--- config.mk ---
export PLATFORM = sky130hd
export DESIGN_NAME = tmds_decoder
export DESIGN_NICKNAME = d
export VERILOG_FILES = /design/src/rtl/tmds_decoder.sv
export SDC_FILE = /design/constraint.sdc
export NUM_CORES = 1
export LEC_CHECK = 0
export CAP_MARGIN = 20
export CORE_MARGIN = 3
export CORE_UTILIZATION = 50
export CTS_BUF_LIST = sky130_fd_sc_hd__clkbuf_4 sky130_fd_sc_hd__clkbuf_8
export DETAILED_ROUTE_END_ITERATION = 7
export DONT_BUFFER_PORTS = 1
export GPL_ROUTABILITY_DRIVEN = 0
export PLACE_DENSITY_LB_ADDON = 0.3
export SYNTH_ARGS = -nofsm -noshare
export SYNTH_HDL_FRONTEND = slang
export SYNTH_SLANG_ARGS = --single-unit
export TNS_END_PERCENT = 1
--- constraint.sdc ---
create_clock -name clk -period 2.8 [get_ports clk]
set_input_delay 0.42 -clock clk [delete_from_list [all_inputs] [get_ports clk]]
set_output_delay 0.42 -clock clk [all_outputs]
set_load 0.02 [all_outputs]
--- src/rtl/tmds_decoder.sv ---
// TMDS receive decoder: 2-stage 10b->8b decode plus word-alignment FSM driving bitslip.
// Optional running-disparity check is built when TMDS_DISPARITY_CHECK_EN is defined.
module tmds_decoder #(
  parameter int CTRL_RUN     = 8,
  parameter int SEARCH_WIN   = 4096,
  parameter int LOCK_TIMEOUT = 8192,
  parameter int SLIP_SETTLE  = 16,
  parameter int DISP_LIMIT   = 16
) (
  input  logic       clk,
  input  logic       rst,
  input  logic [9:0] tmds_in,
  output logic [7:0] data_out,
  output logic       c0,
  output logic       c1,
  output logic       video_active,
  output logic       locked,
  output logic       bitslip,
  output logic       disp_err
);

  localparam int MAX_A   = (SEARCH_WIN > LOCK_TIMEOUT) ? SEARCH_WIN : LOCK_TIMEOUT;
  localparam int MAX_B   = (CTRL_RUN > SLIP_SETTLE) ? CTRL_RUN : SLIP_SETTLE;
  localparam int MAX_C   = (MAX_A > MAX_B) ? MAX_A : MAX_B;
  localparam int CNT_MAX = (MAX_C > DISP_LIMIT) ? MAX_C : DISP_LIMIT;
  localparam int CW      = $clog2(CNT_MAX) + 1;

  localparam logic [CW-1:0] WIN_LAST    = CW'(SEARCH_WIN - 1);
  localparam logic [CW-1:0] IDLE_LAST   = CW'(LOCK_TIMEOUT - 1);
  localparam logic [CW-1:0] SETTLE_LAST = CW'(SLIP_SETTLE - 1);
  localparam logic [CW-1:0] RUN_DONE    = CW'(CTRL_RUN);

  typedef enum logic [2:0] {SEARCH, CONFIRM, SLIP, SLIP_WAIT, LOCKED} state_t;

  logic [9:0]    s1_reg;
  logic [7:0]    data_reg;
  logic          c0_reg, c1_reg, video_reg;
  state_t        state_reg;
  logic          locked_reg, bitslip_reg;
  logic [CW-1:0] win_cnt_reg, run_cnt_reg, idle_cnt_reg, settle_cnt_reg;
  logic [CW-1:0] run_next;
  logic          tok_hit;
  logic [1:0]    tok_ctrl;
  logic [7:0]    d;
  logic [7:0]    dec;

  always_comb begin
    tok_hit  = 1'b1;
    tok_ctrl = 2'b00;
    case (s1_reg)
      10'b1101010100: tok_ctrl = 2'b00;
      10'b0010101011: tok_ctrl = 2'b01;
      10'b0101010100: tok_ctrl = 2'b10;
      10'b1010101011: tok_ctrl = 2'b11;
      default:        tok_hit  = 1'b0;
    endcase
  end

  // Undo the optional inversion, then the XOR/XNOR transition chain.
  assign d      = s1_reg[9] ? ~s1_reg[7:0] : s1_reg[7:0];
  assign dec[0] = d[0];
  for (genvar gi = 1; gi < 8; gi++) begin : g_dec
    assign dec[gi] = s1_reg[8] ? (d[gi] ^ d[gi-1]) : ~(d[gi] ^ d[gi-1]);
  end

  always_ff @(posedge clk) begin
    if (rst) begin
      s1_reg    <= '0;
      data_reg  <= '0;
      c0_reg    <= 1'b0;
      c1_reg    <= 1'b0;
      video_reg <= 1'b0;
    end else begin
      s1_reg <= tmds_in;
      if (tok_hit) begin
        video_reg         <= 1'b0;
        {c1_reg, c0_reg}  <= tok_ctrl;
      end else begin
        video_reg <= 1'b1;
        data_reg  <= dec;
      end
    end
  end

  assign run_next = (state_reg == CONFIRM) ? run_cnt_reg + CW'(1) : CW'(1);

  always_ff @(posedge clk) begin
    if (rst) begin
      state_reg      <= SEARCH;
      locked_reg     <= 1'b0;
      bitslip_reg    <= 1'b0;
      win_cnt_reg    <= '0;
      run_cnt_reg    <= '0;
      idle_cnt_reg   <= '0;
      settle_cnt_reg <= '0;
    end else begin
      bitslip_reg <= 1'b0;
      case (state_reg)
        SEARCH, CONFIRM: begin
          if (win_cnt_reg != WIN_LAST) win_cnt_reg <= win_cnt_reg + CW'(1);
          // A token wins over a simultaneous window expiry.
          if (tok_hit) begin
            if (run_next == RUN_DONE) begin
              state_reg    <= LOCKED;
              locked_reg   <= 1'b1;
              run_cnt_reg  <= '0;
              idle_cnt_reg <= '0;
              win_cnt_reg  <= '0;
            end else begin
              state_reg   <= CONFIRM;
              run_cnt_reg <= run_next;
            end
          end else if (win_cnt_reg == WIN_LAST) begin
            state_reg   <= SLIP;
            bitslip_reg <= 1'b1;
            run_cnt_reg <= '0;
          end else if (state_reg == CONFIRM) begin
            state_reg   <= SEARCH;
            run_cnt_reg <= '0;
          end
        end
        SLIP: begin
          state_reg      <= SLIP_WAIT;
          settle_cnt_reg <= '0;
        end
        SLIP_WAIT: begin
          if (settle_cnt_reg == SETTLE_LAST) begin
            state_reg      <= SEARCH;
            settle_cnt_reg <= '0;
            win_cnt_reg    <= '0;
          end else begin
            settle_cnt_reg <= settle_cnt_reg + CW'(1);
          end
        end
        LOCKED: begin
          if (tok_hit) begin
            idle_cnt_reg <= '0;
          end else if (idle_cnt_reg == IDLE_LAST) begin
            state_reg    <= SEARCH;
            locked_reg   <= 1'b0;
            idle_cnt_reg <= '0;
            win_cnt_reg  <= '0;
          end else begin
            idle_cnt_reg <= idle_cnt_reg + CW'(1);
          end
        end
        default: state_reg <= SEARCH;
      endcase
    end
  end

`ifdef TMDS_DISPARITY_CHECK_EN
  localparam logic signed [7:0] DLIM = 8'(DISP_LIMIT);

  logic signed [5:0] disp_reg;
  logic              disp_err_reg;
  logic [3:0]        ones;
  logic signed [7:0] word_disp, disp_sum;
  logic              disp_over;

  assign ones      = 4'($countones(s1_reg));
  assign word_disp = $signed({3'b000, ones, 1'b0}) - 8'sd10;
  assign disp_sum  = $signed({{2{disp_reg[5]}}, disp_reg}) + word_disp;
  assign disp_over = (disp_sum > DLIM) || (disp_sum < -DLIM);

  always_ff @(posedge clk) begin
    if (rst) begin
      disp_reg     <= '0;
      disp_err_reg <= 1'b0;
    end else if (tok_hit) begin
      disp_reg     <= '0;
      disp_err_reg <= 1'b0;
    end else if (locked_reg && disp_over) begin
      disp_reg     <= '0;
      disp_err_reg <= 1'b1;
    end else begin
      disp_reg     <= 6'(disp_sum);
      disp_err_reg <= 1'b0;
    end
  end

  assign disp_err = disp_err_reg;
`else
  assign disp_err = 1'b0;
`endif

  assign data_out     = data_reg;
  assign c0           = c0_reg;
  assign c1           = c1_reg;
  assign video_active = video_reg;
  assign locked       = locked_reg;
  assign bitslip      = bitslip_reg;

endmodule

-- After elaboration in Yosys (flattened, before gate mapping)
Index checks and enable logic that the tools add are counted.
- register bits: 82
- latch bits: 0
- bits in writable memories: 0
- memory bits (read-only): 0
- input port bits: 12
- output and inout port bits: 14
- word-level logic and storage cells: 108
- memories kept: 0
- add/sub/neg operators: 4
- multiply operators: 0
- divide/modulo/power cells: 0
- order comparisons: 0
- equal/unequal tests: 19
- shift operators: 0
- mux-type cells: 44
- bitwise logic cells: 16
- reduce and logical (&&, ||, !) cells: 13
- operators by type and width (kind ; count):
    14-bit two-way mux ; 16
    14-bit by 1-bit adder with 14-bit output (second input constant) ; 4
    14-bit case mux with 2 select lines ; 2
    14-bit case mux with 3 select lines ; 1
    14-bit by 4-bit equality test with 1-bit output (second input constant) ; 2
    3-bit two-way mux ; 7
    10-bit equality test (second input constant) ; 2
    14-bit by 12-bit equality test with 1-bit output (second input constant) ; 1
    14-bit by 13-bit equality test with 1-bit output (second input constant) ; 1
    1-bit two-way mux ; 14
    14-bit by 12-bit != test with 1-bit output (second input constant) ; 1
    3-bit case mux with 4 select lines ; 1
    10-bit by 8-bit equality test with 1-bit output (second input constant) ; 1
    10-bit by 9-bit equality test with 1-bit output (second input constant) ; 1
    2-bit != test (second input constant) ; 5
    8-bit two-way mux ; 1
    1-bit inverter ; 8
    8-bit inverter ; 1
    4-bit AND reduction ; 2
    1-bit bitwise XOR ; 7
    3-bit by 2-bit equality test with 1-bit output (second input constant) ; 2
    2-bit case mux with 3 select lines ; 1
    3-bit nonzero test ; 2
    5-bit AND reduction ; 1
    other kinds (11) ; 12

-- Depth between registers and ports, before layout
Gate-level depths: netlist of the first run.
- word-level depth: 6
- mapped depth: 10
- mapped depth without buffers: 9

-- Least setup slack after synthesis of the first run
No wires, ideal clock.
- path type: register -> register
- from: register run_cnt_reg[0]
- to: register idle_cnt_reg[10]
- library setup time: 0.138 ns
- arrival time: 2.311 ns
- required time: 2.662 ns
- path slack: 0.351 ns
- cell stages (with the launch flop): 10
- path buffers: 1
- clock period less this slack: 2.449 ns
- path through: dfxtp_1 ha_1 and4_4 a2111oi_1 a211oi_1 a2111oi_4 a21oi_4 a21oi_4 buf_6 a311oi_2
- longest elaborated chain between the ends: 5
- ends and longest elaborated chain (item ; RTL line ; source):
    start: declaration ; 40 ; logic [CW-1:0] win_cnt_reg, run_cnt_reg, idle_cnt_reg, settle_cnt_reg;
    start signal: assignment ; 111 ; run_cnt_reg <= run_next;
    14-bit by 1-bit adder with 14-bit output ; 85 ; assign run_next = (state_reg == CONFIRM) ? run_cnt_reg + CW'(1) : CW'(1);
    14-bit two-way mux ; 85 ;
    14-bit by 4-bit equality test with 1-bit output ; 103 ; if (run_next == RUN_DONE) begin
    2-bit != test (no line) ; -- ;
    3-bit AND reduction (no line) ; -- ;
    end signal: assignment ; 144 ; idle_cnt_reg <= idle_cnt_reg + CW'(1);
    end: declaration ; 40 ;
No other way between the ends.
A chain may end at the register's enable or synchronous reset.

-- Worst setup path after layout of the first run
- from: register run_cnt_reg[1]
- to: register idle_cnt_reg[2]
The elaborated chain is that of the path after synthesis.

==> results of run 1 <==
## worst reg2reg max path, cell delays in order (launching register included)
cell and delay, ps:
dfxtp_2 390, ha_2 260, nand4_1 220, or4_1 490, a21oi_2 260, a2111oi_4 120
a21oi_4 260, a21oi_4 50, buf_12 160, a311oi_1 300
## logic make-up after synthesis
group	after synthesis	share of synthesized area, %
fa+ha+maj	12	3.43
flops	82	37.5
compound gates	97	17.4
simple gates	247	29.7
mux	5	1.17
other cells	1	0.0857
xor+xnor	30	6.01
buf+inv	46	4.75
## metal layers
layer | vias to the layer above | global-route usage [%] | share of wire [%]
li1 | 1867 | - | -
met1 | 1797 | 25.1 | 44
met2 | 97 | 33.4 | 48
met3 | 14 | 4.77 | 5.6
met4 | 0 | 8.30 | 1.5
met5 | - | 0 | 0
## cell type report
class,count,area share [%]
tap,105,2.77
timing repair buffer,17,2.95
inverter,14,1.11
multi-input combinational,392,53.9
clock buffer,11,3.06
clock inverter,5,1.64
sequential,82,34.6
## Yosys cell counts, types with 5 or more instances
library cell	number
and3_1	11
nor2b_1	16
dfxtp_1	82
a311oi_2	9
o21ai_1	6
nor3_1	20
nand2_1	44
inv_1	14
a211oi_1	7
clkbuf_1	14
nor4_1	9
a31oi_1	5
ha_1	12
nand4_1	22
buf_2	9
or4_1	6
nand3_1	26
xnor2_1	18
o21ai_0	9
a21oi_1	26
xor2_1	12
or3_1	10
o31ai_1	5
nand2b_1	5
nor2_1	59
## worst max-delay path by stage
stage                          startpoint                to
after floorplan            run_cnt_reg[0]  idle_cnt_reg[10]
after global placement     run_cnt_reg[1]    run_cnt_reg[5]
after detailed placement   run_cnt_reg[1]    run_cnt_reg[5]
after CTS                  run_cnt_reg[1]   idle_cnt_reg[2]
after global routing      idle_cnt_reg[0]   win_cnt_reg[12]
final                      run_cnt_reg[1]   idle_cnt_reg[2]
## report_power, final
group	internal [mW]	switching (mW)	leakage [nW]
logic	0.0404	0.0404	0.828
registers	1.19	0.0390	0.667
clock network	0.533	0.419	0.113
## per-stage QoR
step	cell area [µm²]	total power, mW	hold WS, ps	std cells
after floorplan	4380	1.33	452	520
after global placement	4490	1.34	468	610
after detailed placement	4490	1.34	481	610
after CTS	4720	2.28	110	626
after global routing	4740	2.35	112	626
final	4740	2.26	116	626
## cell usage in the layout (no fill, tap or decap), types with 7 or more instances in the layout
cell type and count:
buf_4 16, inv_1 14, o21ai_0 9, clkbuf_8 10, nand3_1 25, xnor2_1 18, nor4_1 9, nand2_1 44
and3_1 11, nor3_1 20, dfxtp_1 81, a311oi_2 8, or3_1 10, nand4_1 22, a21oi_1 26, nor2b_1 16
xor2_1 12, nor2_1 58, ha_1 11, a211oi_1 7
## repair_timing
item	CTS	global route
gates resized for setup	1	5
endpoints found under the setup margin	1	24
endpoints found under the hold margin	0	0
pin swaps	0	2
buffers inserted	0	0
==> metrics.txt, run 1 <==
pre-CTS setup slack=just under 8 ps; Clock Latency Late Sink=360 ps; Synth Register Bits=between 80 and 90; worst vdd ir=about 310 µV; Setup violations, final=0; FF-to-FF setup slack=a little over 200 ps; Worst EP arrival=approximately 2900 ps; synthesized area=roughly 4400 µm²; cell count after synthesis=between 500 and 600; slowest CP cell=or4_1; die area=about 9900 µm²; total gr overflow=0; Initial Util=52.5%; top cell type's share of synthesized area=a little under two fifths; RSZ-0062 raised after global routing=false; NumNets Final=540; PortBufs=0; slack of the critical path=~200 ps; worst hold endpoint=run_cnt_reg[2]; worst reg2reg path startpoint=run_cnt_reg[1]; CP endpoint kind=register; f_max=~380 MHz; Hold Crit Depth=1; ANT cells=0; Mapped Nets=about 540; WP data required=roughly 3100 ps; Hold WC Path Type=in2reg; PwrDens=477 nW/µm²; CTS Sinks=approximately 80; largest net degree at the start of global routing=57; area of the multi-input gates=around 2600 µm²; Buf/Inv on CP=1; YS warnings=0; Via Count=3775; Clock Skew=10.2 ps; post-route clock period utilization=92.8%; post-DR wirelength/cell=between 15 and 20 µm; total routed wirelength=9.50 mm; status=finished, final reports clean; library cells used by synthesis=62; 1st-iter DRT viols=225; Worst Tran Pin Value=617 ps; critical path's top delay family=compound AO/OA/AOI/OAI gates; CTS max path bufs=2; TNS Setup=0 ps; CP max stage delay=roughly 490 ps; clock root buffer master=clkbuf_8; R2R cell count=9; Core Rows=33; Top cell by count, worst path=a21oi_4; final hold violations=0; Num CTS Buffers=9; core area=8340 µm²; startpoint types=register; Slew Limit Fails=0; ys flop type=dfxtp_1; Worst Hold Launch=rst; P_leak=1.61 nW; Die Wd=99.5 µm; layout cell share with drive strength beyond 1=about an eighth; Critical Path Fanout Max=13; Synth-to-Final Area Change=8.44%; first-pass GRT wire length=16.5 mm; post-route antenna net violation count=0; clock-pin slew on the worst setup and hold paths=around 90 ps; HPWL after DPL=around 6.6 mm; reg2reg end=idle_cnt_reg[2]; Post-synth EDFFs=0; ranking of synthesized cells by area=dfxtp_1, nor2_1, nand2_1; antenna violations before repair=0; vias in the first global route=roughly 3600; Worst Setup Path Type=reg2reg; CTS Hold Bufs=0; Crit. path cell count=9; Syn Area/Cell=between 8 and 9 µm²; drt first pass iters=4; Max Cap Violations=0; CTS tree=yes; fin util=56.9%; Slew headroom=about three fifths; Async S/R FF share, synth=0%; post-synthesis sequential area ratio=roughly 38%; vias per cell=a little over 6; all-layer global routing usage=slightly above 20%; # DRC=0; largest area contributor in the netlist=dfxtp_1; FF/Latch Area=roughly 1600 µm²; I/O pin cnt=26; H-Tree Depth=3; Die Height=about 100 µm; CP Cell Sequence=ha_2 -> nand4_1 -> or4_1 -> a21oi_2 -> a2111oi_4 -> a21oi_4 -> a21oi_4 -> buf_12 -> a311oi_1; fin crit period=2600 ps; final-layout fill cell count=around 760
(Power assumes the default switching activity.)
==> run 2: changes to the inputs <==
--- a/config.mk
+++ b/config.mk
@@ -6,13 +6,14 @@
 export NUM_CORES = 1
 export LEC_CHECK = 0
 export CAP_MARGIN = 20
-export CORE_MARGIN = 3
+export CORE_MARGIN = 5
 export CORE_UTILIZATION = 50
 export CTS_BUF_LIST = sky130_fd_sc_hd__clkbuf_4 sky130_fd_sc_hd__clkbuf_8
 export DETAILED_ROUTE_END_ITERATION = 7
 export DONT_BUFFER_PORTS = 1
 export GPL_ROUTABILITY_DRIVEN = 0
 export PLACE_DENSITY_LB_ADDON = 0.3
+export SLEW_MARGIN = 20
 export SYNTH_ARGS = -nofsm -noshare
 export SYNTH_HDL_FRONTEND = slang
 export SYNTH_SLANG_ARGS = --single-unit
==> run 2 against run 1 <==
  * Final area is 0.16% higher
  * Register-to-register slack about the same
  * Worst hold slack better by 11 ps
  * Maximum frequency rose by 0.24%
  * Non-clock buffer count increased by 4
  * Final cell count grew 1.1%
  * Sequential cell count unchanged
  * Clock skew fell by 1.8 ps
  * Sequential share of layout area fell by 0.055 points
  * Clock power down 10%
  * Via count up 0.21%
  * Sequential power barely moved
  * Largest power group unchanged
  * Highest routed layer unchanged
==> metrics.txt, run 2 (synthesized netlist as in run 1, its figures left out) <==
CP endpoint kind=register; Critical Path Fanout Max=13; Hold WC Path Type=in2reg; P_leak=roughly 1.6 nW; Worst Setup Path Type=reg2reg; WP data required=3060 ps; leading cell type in the layout, fill and taps excluded=dfxtp_1; CTS Hold Bufs=0; post-route antenna net violation count=0; pre-CTS setup slack=-52.4 ps; Critical Path Source=run_cnt_reg[1]; final hold violations=0; Worst Hold Launch=rst; post-DR wirelength/cell=about 15 µm; PwrDens=around 460 nW/µm²; largest net degree at the start of global routing=57; core area=approximately 8600 µm²; I/O pin cnt=26; fin util=approximately 55%; post-route clock period utilization=between 90% and 100%; H-Tree Depth=3; vias per cell=about 6.0; Worst EP arrival=between 2000 and 3000 ps; all-layer global routing usage=about 17%; antenna violations before repair=0; Via Count=between 3000 and 4000; Slew Limit Fails=0; Die Wd=between 100 and 150 µm; fin crit period=around 2600 ps; Initial Util=50.7%; CTS tree=yes; HPWL after DPL=around 6.5 mm; Core Rows=34; die area=10700 µm²; ANT cells=0; clock root buffer master=clkbuf_8; 1st-iter DRT viols=228; worst vdd ir=about 310 µV; total routed wirelength=approximately 9.5 mm; Worst Tran Pin Value=roughly 640 ps; clock-pin slew on the worst setup and hold paths=around 80 ps; Die Height=approximately 100 µm; CTS max path bufs=2; vias in the first global route=approximately 3400; Setup violations, final=0; Max Cap Violations=0; Clock Latency Late Sink=~350 ps; CTS Sinks=82; Post-Layout Inst Area=about 4800 µm²; first-pass GRT wire length=about 16 mm; worst reg2reg path startpoint=run_cnt_reg[1]; layout cell share with drive strength beyond 1=about an eighth; startpoint types=register; Num CTS Buffers=9; Slew headroom=a little under three fifths; drt first pass iters=5; total gr overflow=0; slack of the critical path=approximately 210 ps; f_max=just under 400 MHz; DP Area=approximately 4500 µm²; commonest non-fill, non-tap cells in the layout=dfxtp_1, nor2_1, nand2_1, a21oi_1, nand3_1; Clock Skew=around 8.5 ps; PortBufs=0; # DRC=0; Synth-to-Final Area Change=8.61%; NumNets Final=544; final-layout fill cell count=790; status=finished, final reports clean
-- run 2: cell count changes in the layout (fill, tap and decap cells not counted), sizes merged --
cell	change
buf	+4
bufinv	-1
clkinvlp	+1
-- run 2: area by class of cell --
class | instances | area (µm²) | share of cell area (%)
sequential | 82 | 1640 | 34.6
timing repair buffer | 21 | 170 | 3.58
clock buffer | 11 | 139 | 2.92
inverter | 14 | 52.6 | 1.11
clock inverter | 5 | 55.1 | 1.16
multi-input combinational | 392 | 2560 | 53.8
tap | 108 | 135 | 2.84
-- run 2: where the power goes --
part / total (mW) / switching (mW) / internal (mW)
registers: 1.23 / 0.0382 / 1.19
logic: 0.0803 / 0.0397 / 0.0406
clock network: 0.856 / 0.427 / 0.429
total: 2.17 / 0.505 / 1.66
-- run 2: routing by layer --
layer / track usage, % / part of all wire (%) / up-vias
li1: - / - / 1884
met2: 28.1 / 47 / 102
met4: 6.19 / 1.6 / 0
met1: 21.6 / 46 / 1780
met5: 0 / 0 / -
met3: 4.66 / 5.1 / 17
-- run 2: worst paths after layout --
kind,endpoint,depth (start not counted),slack (ps)
worst min-delay path,run_cnt_reg[9],1,130
worst max register to register,idle_cnt_reg[3],9,210
worst max-delay path,idle_cnt_reg[3],9,210
worst min register to register,win_cnt_reg[11],2,490
-- run 2: timing repair --
action                                  4_1_cts  5_1_grt
cloned                                        0        0
endpoints found under the setup margin        5       23
resized for setup                             1        6
buffers inserted                              0        2
pin swaps                                     0        2
hold endpoints to repair                      0        0
-- run 2: through the flow --
stage / TNS, ps / hold WS, ps / total power, mW / std cells
after global placement: 0 / 468 / 1.34 / 615
after CTS: 0 / 110 / 2.20 / 631
after global routing: -7.17 / 113 / 2.26 / 633
after floorplan: 0 / 452 / 1.33 / 520
after detailed placement: -108 / 480 / 1.34 / 615
final: 0 / 127 / 2.17 / 633
-- run 2: worst max-delay path, stage by stage (launching register included) --
cell       delay, ps
dfxtp_2          390
ha_2             260
nand4_1          240
or4_1            500
a21oi_2          260
a2111oi_4        110
a21oi_4          260
a21oi_4           50
buf_12           160
a311oi_1         260
